`src/rtl/uart_tx_if.sv`:
```
// Register bus between the system bridge and the UART transmitter.
// Carries a word address plus a write strobe, write data and combinational read data.
interface uart_tx_if;
  logic [31:2] Addr;
  logic        WE;
  logic [31:0] Din;
  logic [31:0] Dout;

  modport master (output Addr, WE, Din, input Dout);
  modport slave  (input Addr, WE, Din, output Dout);
endinterface

```
`src/rtl/uart_tx.sv`:
```
// Memory-mapped 8N1 UART transmitter with a 4-entry byte FIFO.
// Registers: DATA, STATUS, CTRL, DIV. A level IRQ is raised when the FIFO drains.
module uart_tx #(
  parameter int          FIFO_DEPTH  = 4,
  parameter logic [15:0] DEFAULT_DIV = 16'd16
) (
  input  logic       clk,
  input  logic       reset,
  uart_tx_if.slave   bus,
  output logic       IRQ,
  output logic       tx
);
  typedef enum logic [1:0] {S_IDLE, S_START, S_DATA, S_STOP} state_t;

  state_t           r_state, w_state_nxt;
  logic [3:0][7:0]  r_fifo;
  logic [1:0]       r_wptr, r_rptr;
  logic [2:0]       r_count;
  logic             r_ovf, r_irqp, r_en, r_irqen;
  logic [15:0]      r_div, r_timer;
  logic [7:0]       r_shift;
  logic [2:0]       r_bitidx;

  logic             w_pop, w_bit_end, w_full, w_empty;
  logic             w_push, w_push_ok, w_wr_stat, w_wr_ctrl, w_wr_div, w_irq_set;
  logic [15:0]      w_reload;
  logic [1:0]       w_sel;
  logic             w_unused;

  assign w_sel     = bus.Addr[3:2];
  assign w_push    = bus.WE && (w_sel == 2'd0);
  assign w_wr_stat = bus.WE && (w_sel == 2'd1);
  assign w_wr_ctrl = bus.WE && (w_sel == 2'd2);
  assign w_wr_div  = bus.WE && (w_sel == 2'd3);
  assign w_full    = (r_count == 3'(FIFO_DEPTH));
  assign w_empty   = (r_count == 3'd0);
  // A full FIFO still accepts a byte when the head leaves on the same edge
  assign w_push_ok = w_push && (!w_full || w_pop);
  assign w_bit_end = (r_timer == 16'd0);
  assign w_reload  = (r_div == 16'd0) ? 16'd0 : r_div - 16'd1;
  assign w_irq_set = (r_state == S_STOP) && w_bit_end && w_empty;
  assign IRQ       = r_irqp & r_irqen;
  assign w_unused  = ^{bus.Din[31:16], bus.Addr[31:4]};

  always_ff @(posedge clk or negedge reset) begin
    if (!reset) r_state <= S_IDLE;
    else        r_state <= w_state_nxt;
  end

  always_comb begin
    w_state_nxt = r_state;
    w_pop       = 1'b0;
    tx          = 1'b1;
    case (r_state)
      S_IDLE: if (r_en && !w_empty) begin
        w_pop       = 1'b1;
        w_state_nxt = S_START;
      end
      S_START: begin
        tx = 1'b0;
        if (w_bit_end) w_state_nxt = S_DATA;
      end
      S_DATA: begin
        tx = r_shift[0];
        if (w_bit_end && r_bitidx == 3'd7) w_state_nxt = S_STOP;
      end
      S_STOP: if (w_bit_end) w_state_nxt = S_IDLE;
      default: w_state_nxt = S_IDLE;
    endcase
  end

  // Bit timer and shifter; the divisor is sampled only on reload
  always_ff @(posedge clk or negedge reset) begin
    if (!reset) begin
      r_timer  <= '0;
      r_shift  <= '0;
      r_bitidx <= '0;
    end else if (w_pop) begin
      r_shift  <= r_fifo[r_rptr];
      r_timer  <= w_reload;
      r_bitidx <= '0;
    end else if (r_state != S_IDLE) begin
      if (w_bit_end) begin
        r_timer <= w_reload;
        if (r_state == S_DATA) begin
          r_shift  <= {1'b0, r_shift[7:1]};
          r_bitidx <= r_bitidx + 3'd1;
        end
      end else begin
        r_timer <= r_timer - 16'd1;
      end
    end
  end

  always_ff @(posedge clk or negedge reset) begin
    if (!reset) begin
      r_fifo  <= '0;
      r_wptr  <= '0;
      r_rptr  <= '0;
      r_count <= '0;
    end else begin
      if (w_push_ok) begin
        r_fifo[r_wptr] <= bus.Din[7:0];
        r_wptr         <= r_wptr + 2'd1;
      end
      if (w_pop) r_rptr <= r_rptr + 2'd1;
      r_count <= r_count + 3'(w_push_ok) - 3'(w_pop);
    end
  end

  always_ff @(posedge clk or negedge reset) begin
    if (!reset) begin
      r_ovf   <= 1'b0;
      r_irqp  <= 1'b0;
      r_en    <= 1'b0;
      r_irqen <= 1'b0;
      r_div   <= DEFAULT_DIV;
    end else begin
      if (w_push && !w_push_ok) r_ovf <= 1'b1;
      else if (w_wr_stat)       r_ovf <= 1'b0;
      // Drain event beats a coincident clear
      if (w_irq_set)                   r_irqp <= 1'b1;
      else if (w_wr_ctrl || w_push)    r_irqp <= 1'b0;
      if (w_wr_ctrl) begin
        r_en    <= bus.Din[0];
        r_irqen <= bus.Din[1];
      end
      if (w_wr_div) r_div <= bus.Din[15:0];
    end
  end

  always_comb begin
    bus.Dout = '0;
    case (w_sel)
      2'd1:    bus.Dout = {24'd0, r_irqp, r_ovf, r_count, w_empty, w_full, r_state != S_IDLE};
      2'd2:    bus.Dout = {30'd0, r_irqen, r_en};
      2'd3:    bus.Dout = {16'd0, r_div};
      default: bus.Dout = '0;
    endcase
  end
endmodule

```
`src/flat_wrapper.sv`:
```
// flat-port wrapper written by rule: the top's interface ports become plain ports
module uart_tx_flat 
#(
  parameter int          FIFO_DEPTH  = 4,
  parameter logic [15:0] DEFAULT_DIV = 16'd16
)
  (clk, reset, IRQ, tx, bus_Addr, bus_WE, bus_Din, bus_Dout);
  uart_tx_if bus_i ();
  input  logic clk;
  input  logic reset;
  output logic IRQ;
  output logic tx;
  input wire logic [$bits(bus_i.Addr)-1:0] bus_Addr;
  input wire logic [$bits(bus_i.WE)-1:0] bus_WE;
  input wire logic [$bits(bus_i.Din)-1:0] bus_Din;
  output wire logic [$bits(bus_i.Dout)-1:0] bus_Dout;
  assign bus_i.Addr = bus_Addr;
  assign bus_i.WE = bus_WE;
  assign bus_i.Din = bus_Din;
  assign bus_Dout = bus_i.Dout;
  uart_tx #(.FIFO_DEPTH(FIFO_DEPTH), .DEFAULT_DIV(DEFAULT_DIV)) u_core (.clk(clk), .reset(reset), .bus(bus_i), .IRQ(IRQ), .tx(tx));
endmodule
```
`config.mk`:
```
export PLATFORM = sky130hd
export DESIGN_NAME = uart_tx_flat
export DESIGN_NICKNAME = d
export VERILOG_FILES = /design/src/rtl/uart_tx_if.sv /design/src/rtl/uart_tx.sv /design/src/flat_wrapper.sv
export SDC_FILE = /design/constraint.sdc
export NUM_CORES = 1
export LEC_CHECK = 0
export CAP_MARGIN = 30
export CORE_ASPECT_RATIO = 1.1
export CORE_MARGIN = 5
export CORE_UTILIZATION = 40
export CTS_CLUSTER_DIAMETER = 100
export DETAILED_ROUTE_END_ITERATION = 6
export GPL_TIMING_DRIVEN = 0
export PLACE_DENSITY = 0.61
export SLEW_MARGIN = 20
export SYNTH_ARGS = -nofsm -noshare
export SYNTH_HDL_FRONTEND = slang
export SYNTH_SLANG_ARGS = --single-unit
export TNS_END_PERCENT = 5
```
`constraint.sdc`:
```
create_clock -name clk -period 3.2 [get_ports clk]
set_input_delay 0.32 -clock clk [delete_from_list [all_inputs] [get_ports clk]]
set_output_delay 0.32 -clock clk [all_outputs]
set_load 0.05 [all_outputs]
```
======== After elaboration in Yosys (flattened, before gate mapping) ========
Index checks and enable logic that the tools add are counted.
word-level totals
  bits in registers ....................... 88
  bits in latches ......................... 0
  bits in writable memories ............... 0
  ROM bits ................................ 0
  output and inout port bits .............. 34
  memories ................................ 0
cells by class
  add/subtract/negate cells ............... 7
  multipliers ............................. 0
  divide/modulo/power cells ............... 0
  order comparisons ....................... 3
  equality and inequality tests ........... 12
  shifts and indexed selects .............. 0
  multiplexer cells ....................... 30
  bitwise gates (word level) .............. 1
  reduce and logical (&&, ||, !) cells .... 29
operators by type and width
  kind                                                                           count
  16-bit 2-to-1 mux                                                              4
  8-bit 2-to-1 mux                                                               6
  16-bit one-hot mux with 3 select lines                                         1
  32-bit bitwise mux                                                             1
  16-bit zero test                                                               2
  16-bit by 1-bit subtractor with 16-bit output (second input constant)          2
  8-bit binary-select mux with 2-bit select                                      1
  8-bit demux with 2-bit select                                                  1
  3-bit 2-to-1 mux                                                               4
  2-bit nonzero test                                                             6
  1-bit logical AND                                                              11
  2-bit equality test (second input constant)                                    4
  2-bit 2-to-1 mux                                                               4
  2-bit by 1-bit inequality test with 1-bit output (second input constant)       4
  2-bit one-hot mux with 4 select lines                                          1
  3-bit equality test (second input constant)                                    2
  2-bit by 3-bit less-than comparator with 1-bit output (second input constant)  2
  1-bit 2-to-1 mux                                                               6
  2-bit by 1-bit adder with 2-bit output (second input constant)                 2
  2-bit by 1-bit equality test with 1-bit output (second input constant)         2
  2-bit zero test                                                                2
  4-bit AND reduction                                                            1
  3-bit by 1-bit adder with 3-bit output                                         1
  3-bit by 1-bit adder with 3-bit output (second input constant)                 1
  other kinds (8)                                                                11

======== Depth between registers and ports, before layout ========
  depth after elaboration ................. 10
  mapped depth ............................ 12
  gate-level depth less buffers ........... 10

======== Least setup slack after synthesis ========
No wires, ideal clock.
  path kind ............................... reg-to-reg
  start point ............................. reg u_core.r_count[1]
  end point ............................... reg u_core.r_count[2]
  setup time .............................. 123 ps
  arrival ................................. 2417 ps
  data required time ...................... 3077 ps
  setup slack ............................. 660 ps
  stages on the path, launching flop included .. 12
  buffers on the path ..................... 2
  path through ............................ dfrtp_1 -> or3_1 -> clkbuf_1 -> nand3_2 -> clkinv_2 -> clkbuf_1 -> ha_1 -> inv_1 -> ha_1 -> inv_1 -> fa_1 -> xnor2_1
on the way
  word-level cells in the longest chain between the ends .. 9
  elaborated cells between the ends (all ways) .. 11
  those cells by class .................... add/sub (2); eq/ne (1); mux (2); reduce/logical (6)
ends and longest elaborated chain
  element                                        RTL line        source
  from (decl)                                    uart_tx.sv:18   logic [2:0] r_count;
  from (signal assigned)                         uart_tx.sv:107  r_count <= r_count + 3'(w_push_ok) - 3'(w_pop);
  3-bit zero test *                              uart_tx.sv:36   assign w_empty = (r_count == 3'd0);
  1-bit zero test *                              uart_tx.sv:55   S_IDLE: if (r_en && !w_empty) begin
  1-bit logical AND *                            uart_tx.sv:55
  1-bit 2-to-1 mux *                             uart_tx.sv:55
  1-bit 2-to-1 mux *                             uart_tx.sv:54   case (r_state)
  via u_core.w_pop                               uart_tx.sv:24   logic w_pop, w_bit_end, w_full, w_empty;
  1-bit logical OR                               uart_tx.sv:38   assign w_push_ok = w_push && (!w_full || w_pop);
  1-bit logical AND                              uart_tx.sv:38
  3-bit by 1-bit adder with 3-bit output         uart_tx.sv:107
  3-bit by 1-bit subtractor with 3-bit output *  uart_tx.sv:107
Mark *: on every way through the listed nets, which the timed path passes. The rest lies on a longest branch.
A chain may end at the register's enable or synchronous reset.

======== Worst setup path after layout ========
  start point ............................. in bus_Addr[1]
  end point ............................... out bus_Dout[10]
on the way
  word-level cells in the longest chain between the ends .. 2
  elaborated cells between the ends (all ways) .. 4
  those cells by class .................... eq/ne (3); mux (1)
ends and longest elaborated chain
  element                                                                                RTL line            source
  from (decl)                                                                            flat_wrapper.sv:13  input wire logic [$bits(bus_i.Addr)-1:0] bus_Addr;
  2-bit equality test or 2-bit by 1-bit equality test with 1-bit output (tied branches)  uart_tx.sv:134      case (w_sel)
  16-bit one-hot mux with 3 select lines *                                               uart_tx.sv:134
  to (decl)                                                                              flat_wrapper.sv:16  output wire logic [$bits(bus_i.Dout)-1:0] bus_Dout;
Every way passes the cells marked *; elsewhere a longest branch is shown, timed or not.

==> impl_results.md <==
- Width of the die: roughly 120 um
- DRT antenna net count: 0
- H-tree depth: 3
- Main area contributors after synthesis: dfrtp_1 43%, mux2_2 12%, ha_1 3.7%, mux4_2 3.6%, buf_4 2.8%
- Instance count of the mapped netlist: 460
- WP data required: ~2.9 ns
- Crit path max-delay cell type: clkdlybuf4s50_1
- DP Area: 5710 um2
- Sum of negative setup slack: 0 ns
- Yosys Warn Count: 0
- NumNets Final: about 600
- Commonest non-fill, non-tap cell in the layout: dfrtp_1
- Top FF cell, synth: dfrtp_1
- Clock Latency Late Sink: 0.34 ns
- Vias in the first global route: approximately 3800
- Ant diodes: 0
- Worst Path Class, Setup: in2out
- Die Area: about 15000 um2
- VDD IR max: slightly below 400 uV
- Sequential area share after synthesis: about 44%
- Syn avg cell area: around 11 um2
- Placed insts: between 600 and 700
- Port Buffers: 38
- Delay of the slowest cell on the worst path: 0.81 ns
- GR Overflow Total: 0
- Tcrit/Tclk final: about 92%
- Drt pass-1 iters: 5
- Tot Pwr: ~5.3 mW
- Wire per inst: approximately 17 um
- R2R setup slack: between 0.4 and 0.5 ns
- Core ar.: between 10000 and 15000 um2
- Vias per cell: ~5.4
- Leading cell types in the layout, fill and taps excluded: 87 x dfrtp_1, 53 x mux2_2, 37 x clkdlybuf4s50_1
- Status: finished clean
- Setup violators final: 0
- Arrival time at the worst endpoint: 2.62 ns
- Reg clk slew, reported paths: roughly 0.070 ns
- Synth-to-layout area growth: 18.9%
- Layout cells sized above 1: between 20% and 30%
- Pwr Density: ~880 nW/um2
- Max cap viols: 0
- Design area: 6000 um2
- Fin crit period: between 2 and 3 ns
- Worst-Margin Slew: approximately 0.85 ns
- Max_slew headroom: between 40% and 50%
- CP delay by family, top: buffers and inverters
- RSZ-0062 raised after global routing: false
- Cts bufs inserted: 9
- Worst hold-check path type: in2async
- Post-layout util: around half
- Critical-path cell list: clkdlybuf4s50_1 -> clkbuf_1 -> clkbuf_1 -> and3_1 -> clkdlybuf4s50_1
- Final clock skew: approximately 0.0055 ns
- # rows: 43
- WP buf/inv: 4
- Pins Over Slew Limit: 0
- Final Hold Fails: 0
- Register area: about 2200 um2
- Post-DP HPWL: 8400 um
- Iter 0 DRT Violations: approximately 210
- Initial antenna violation count: 0
- Syn Std Cell Area: 5050 um2
- Largest net degree at the start of global routing: between 60 and 70
- Tot GR Track Use: about 17%
- First-pass GRT wire length: slightly below 20000 um
- Yosys reg bits: 88
- Filler instances: between 1000 and 1500
- Ports: 99
- Netlist cell types: between 60 and 70
- Area of the multi-input gates: about 2600 um2
- Drc violations: 0
- Max clock buf depth: 2
- Final wirelength: about 12000 um
- CP Capture Type: primary output
- Worst Path Max Fanout: 10
- Non-filler cells in the finished layout: about 700
- TritonCTS clock tree: built
- Starting density of the core: between 40 and 50%
- Leakage: 2.54 nW
- Crit path launch type: primary input
- Clock sinks: 88
- Die Ht: about 130 um
- Ys async rst share: between 90% and 100%
- Total number of vias: around 3700
- CTS root buffer: clkbuf_16
- Post-synth top area cell: dfrtp_1
- Post-synth EDFFs: 0
- Top-area cell type share of the netlist area: a little over two fifths
- Upper clock frequency limit: roughly 340 MHz
- Gpl congestion: slightly below 0.9
-- Yosys cell counts (4+ instances only) --
library cell and instances:
nor4_1 7, mux2_2 53, a31oi_1 13, dfrtp_1 87, xnor2_1 11, nor2_1 23
a211oi_1 4, nor2b_1 8, inv_1 16, nor3b_1 4, nand4_1 7, nand3_1 9
mux2i_1 7, nand2_2 4, and3_1 9, nand2_1 32, a21oi_1 15, o211ai_1 8
xor2_1 6, ha_1 15, o21ai_0 19, buf_4 19, clkbuf_1 13, nor3_1 7
mux4_2 8
-- per-layer routing --
metal	GRT usage, %	share of wire, %	vias to the layer above
met5	0	0	-
met4	6.55	1.9	0
met3	2.64	3.2	15
met2	26.3	48	63
met1	22.4	47	1833
li1	-	-	1778
-- metrics by stage --
step	setup slack [ns]	hold slack, ns
2_1_floorplan	0.660	0.0244
3_3_place_gp	-1.49	0.482
3_5_place_dp	0.0685	0.191
4_1_cts	0.0534	0.390
5_1_grt	0.122	0.416
6_report	0.261	0.389
-- path summary, 6_finish.rpt --
| path | from | endpoint | cells after the start |
|---|---|---|---|
| min in group clk | u_core.r_fifo[20] | u_core.r_fifo[20] | 1 |
| hold reg to reg | u_core.r_fifo[20] | u_core.r_fifo[20] | 1 |
| setup reg to reg | u_core.r_count[1] | u_core.r_count[1] | 10 |
| max in group asynchronous | reset | u_core.r_div[4] | 3 |
| setup / recovery | bus_Addr[1] | bus_Dout[10] | 5 |
| hold / removal | reset | u_core.r_div[11] | 2 |
-- registers in the layout, summed over array words and instances (netlist names) --
register / count
u_core.r_en: 1
u_core.r_fifo: 32
u_core.r_div: 16
u_core.r_count: 3
u_core.r_shift: 8
u_core.r_ovf: 1
u_core.r_rptr: 2
u_core.r_state: 2
u_core.r_irqen: 1
u_core.r_wptr: 2
u_core.r_timer: 16
u_core.r_bitidx: 3
u_core.r_irqp: 1
-- final cells by class --
type | instances | area share, %
plain buffers | 39 | 4.07
clock buffers | 9 | 3.75
clock inverters | 7 | 0.980
inverters | 17 | 1.08
multi-input cells | 330 | 43.1
flip-flops and latches | 88 | 36.7
well taps | 157 | 3.27
repair buffers | 40 | 6.99
-- logic make-up after synthesis --
family	share of synthesized area (%)
and+or+nand+nor	15.5
DFF	43.7
AOI/OAI and AO/OA	10.8
muxes	16.8
buffers and inverters	6.20
xor gates and xnor gates	2.95
adders and majority gates	4.12
other	0.0743
-- power breakdown --
| group | internal [mW] | leakage, nW | switching [mW] |
|---|---|---|---|
| registers | 1.57 | 1.07 | 0.366 |
| logic | 1.03 | 1.33 | 1.27 |
| clock network | 0.542 | 0.139 | 0.473 |
| total | 3.15 | 2.54 | 2.11 |
-- worst reg2reg max path: cells and delay by family, from the launching register on --
| kind | cells | cell delay, ns |
|---|---|---|
| buffers and inverters | 5 | 0.64 |
| and+or+nand+nor | 2 | 0.60 |
| DFF | 1 | 0.45 |
| adders and majority gates | 3 | 0.99 |
-- repair_timing --
action                                  4_1_cts  5_1_grt
hold buffers                                  1        0
endpoints found under the setup margin        0        2
hold endpoints to repair                     20        0
setup buffers                                 0        0
resized for setup                             0        0
Note: power is estimated with default switching activity, not from simulation.
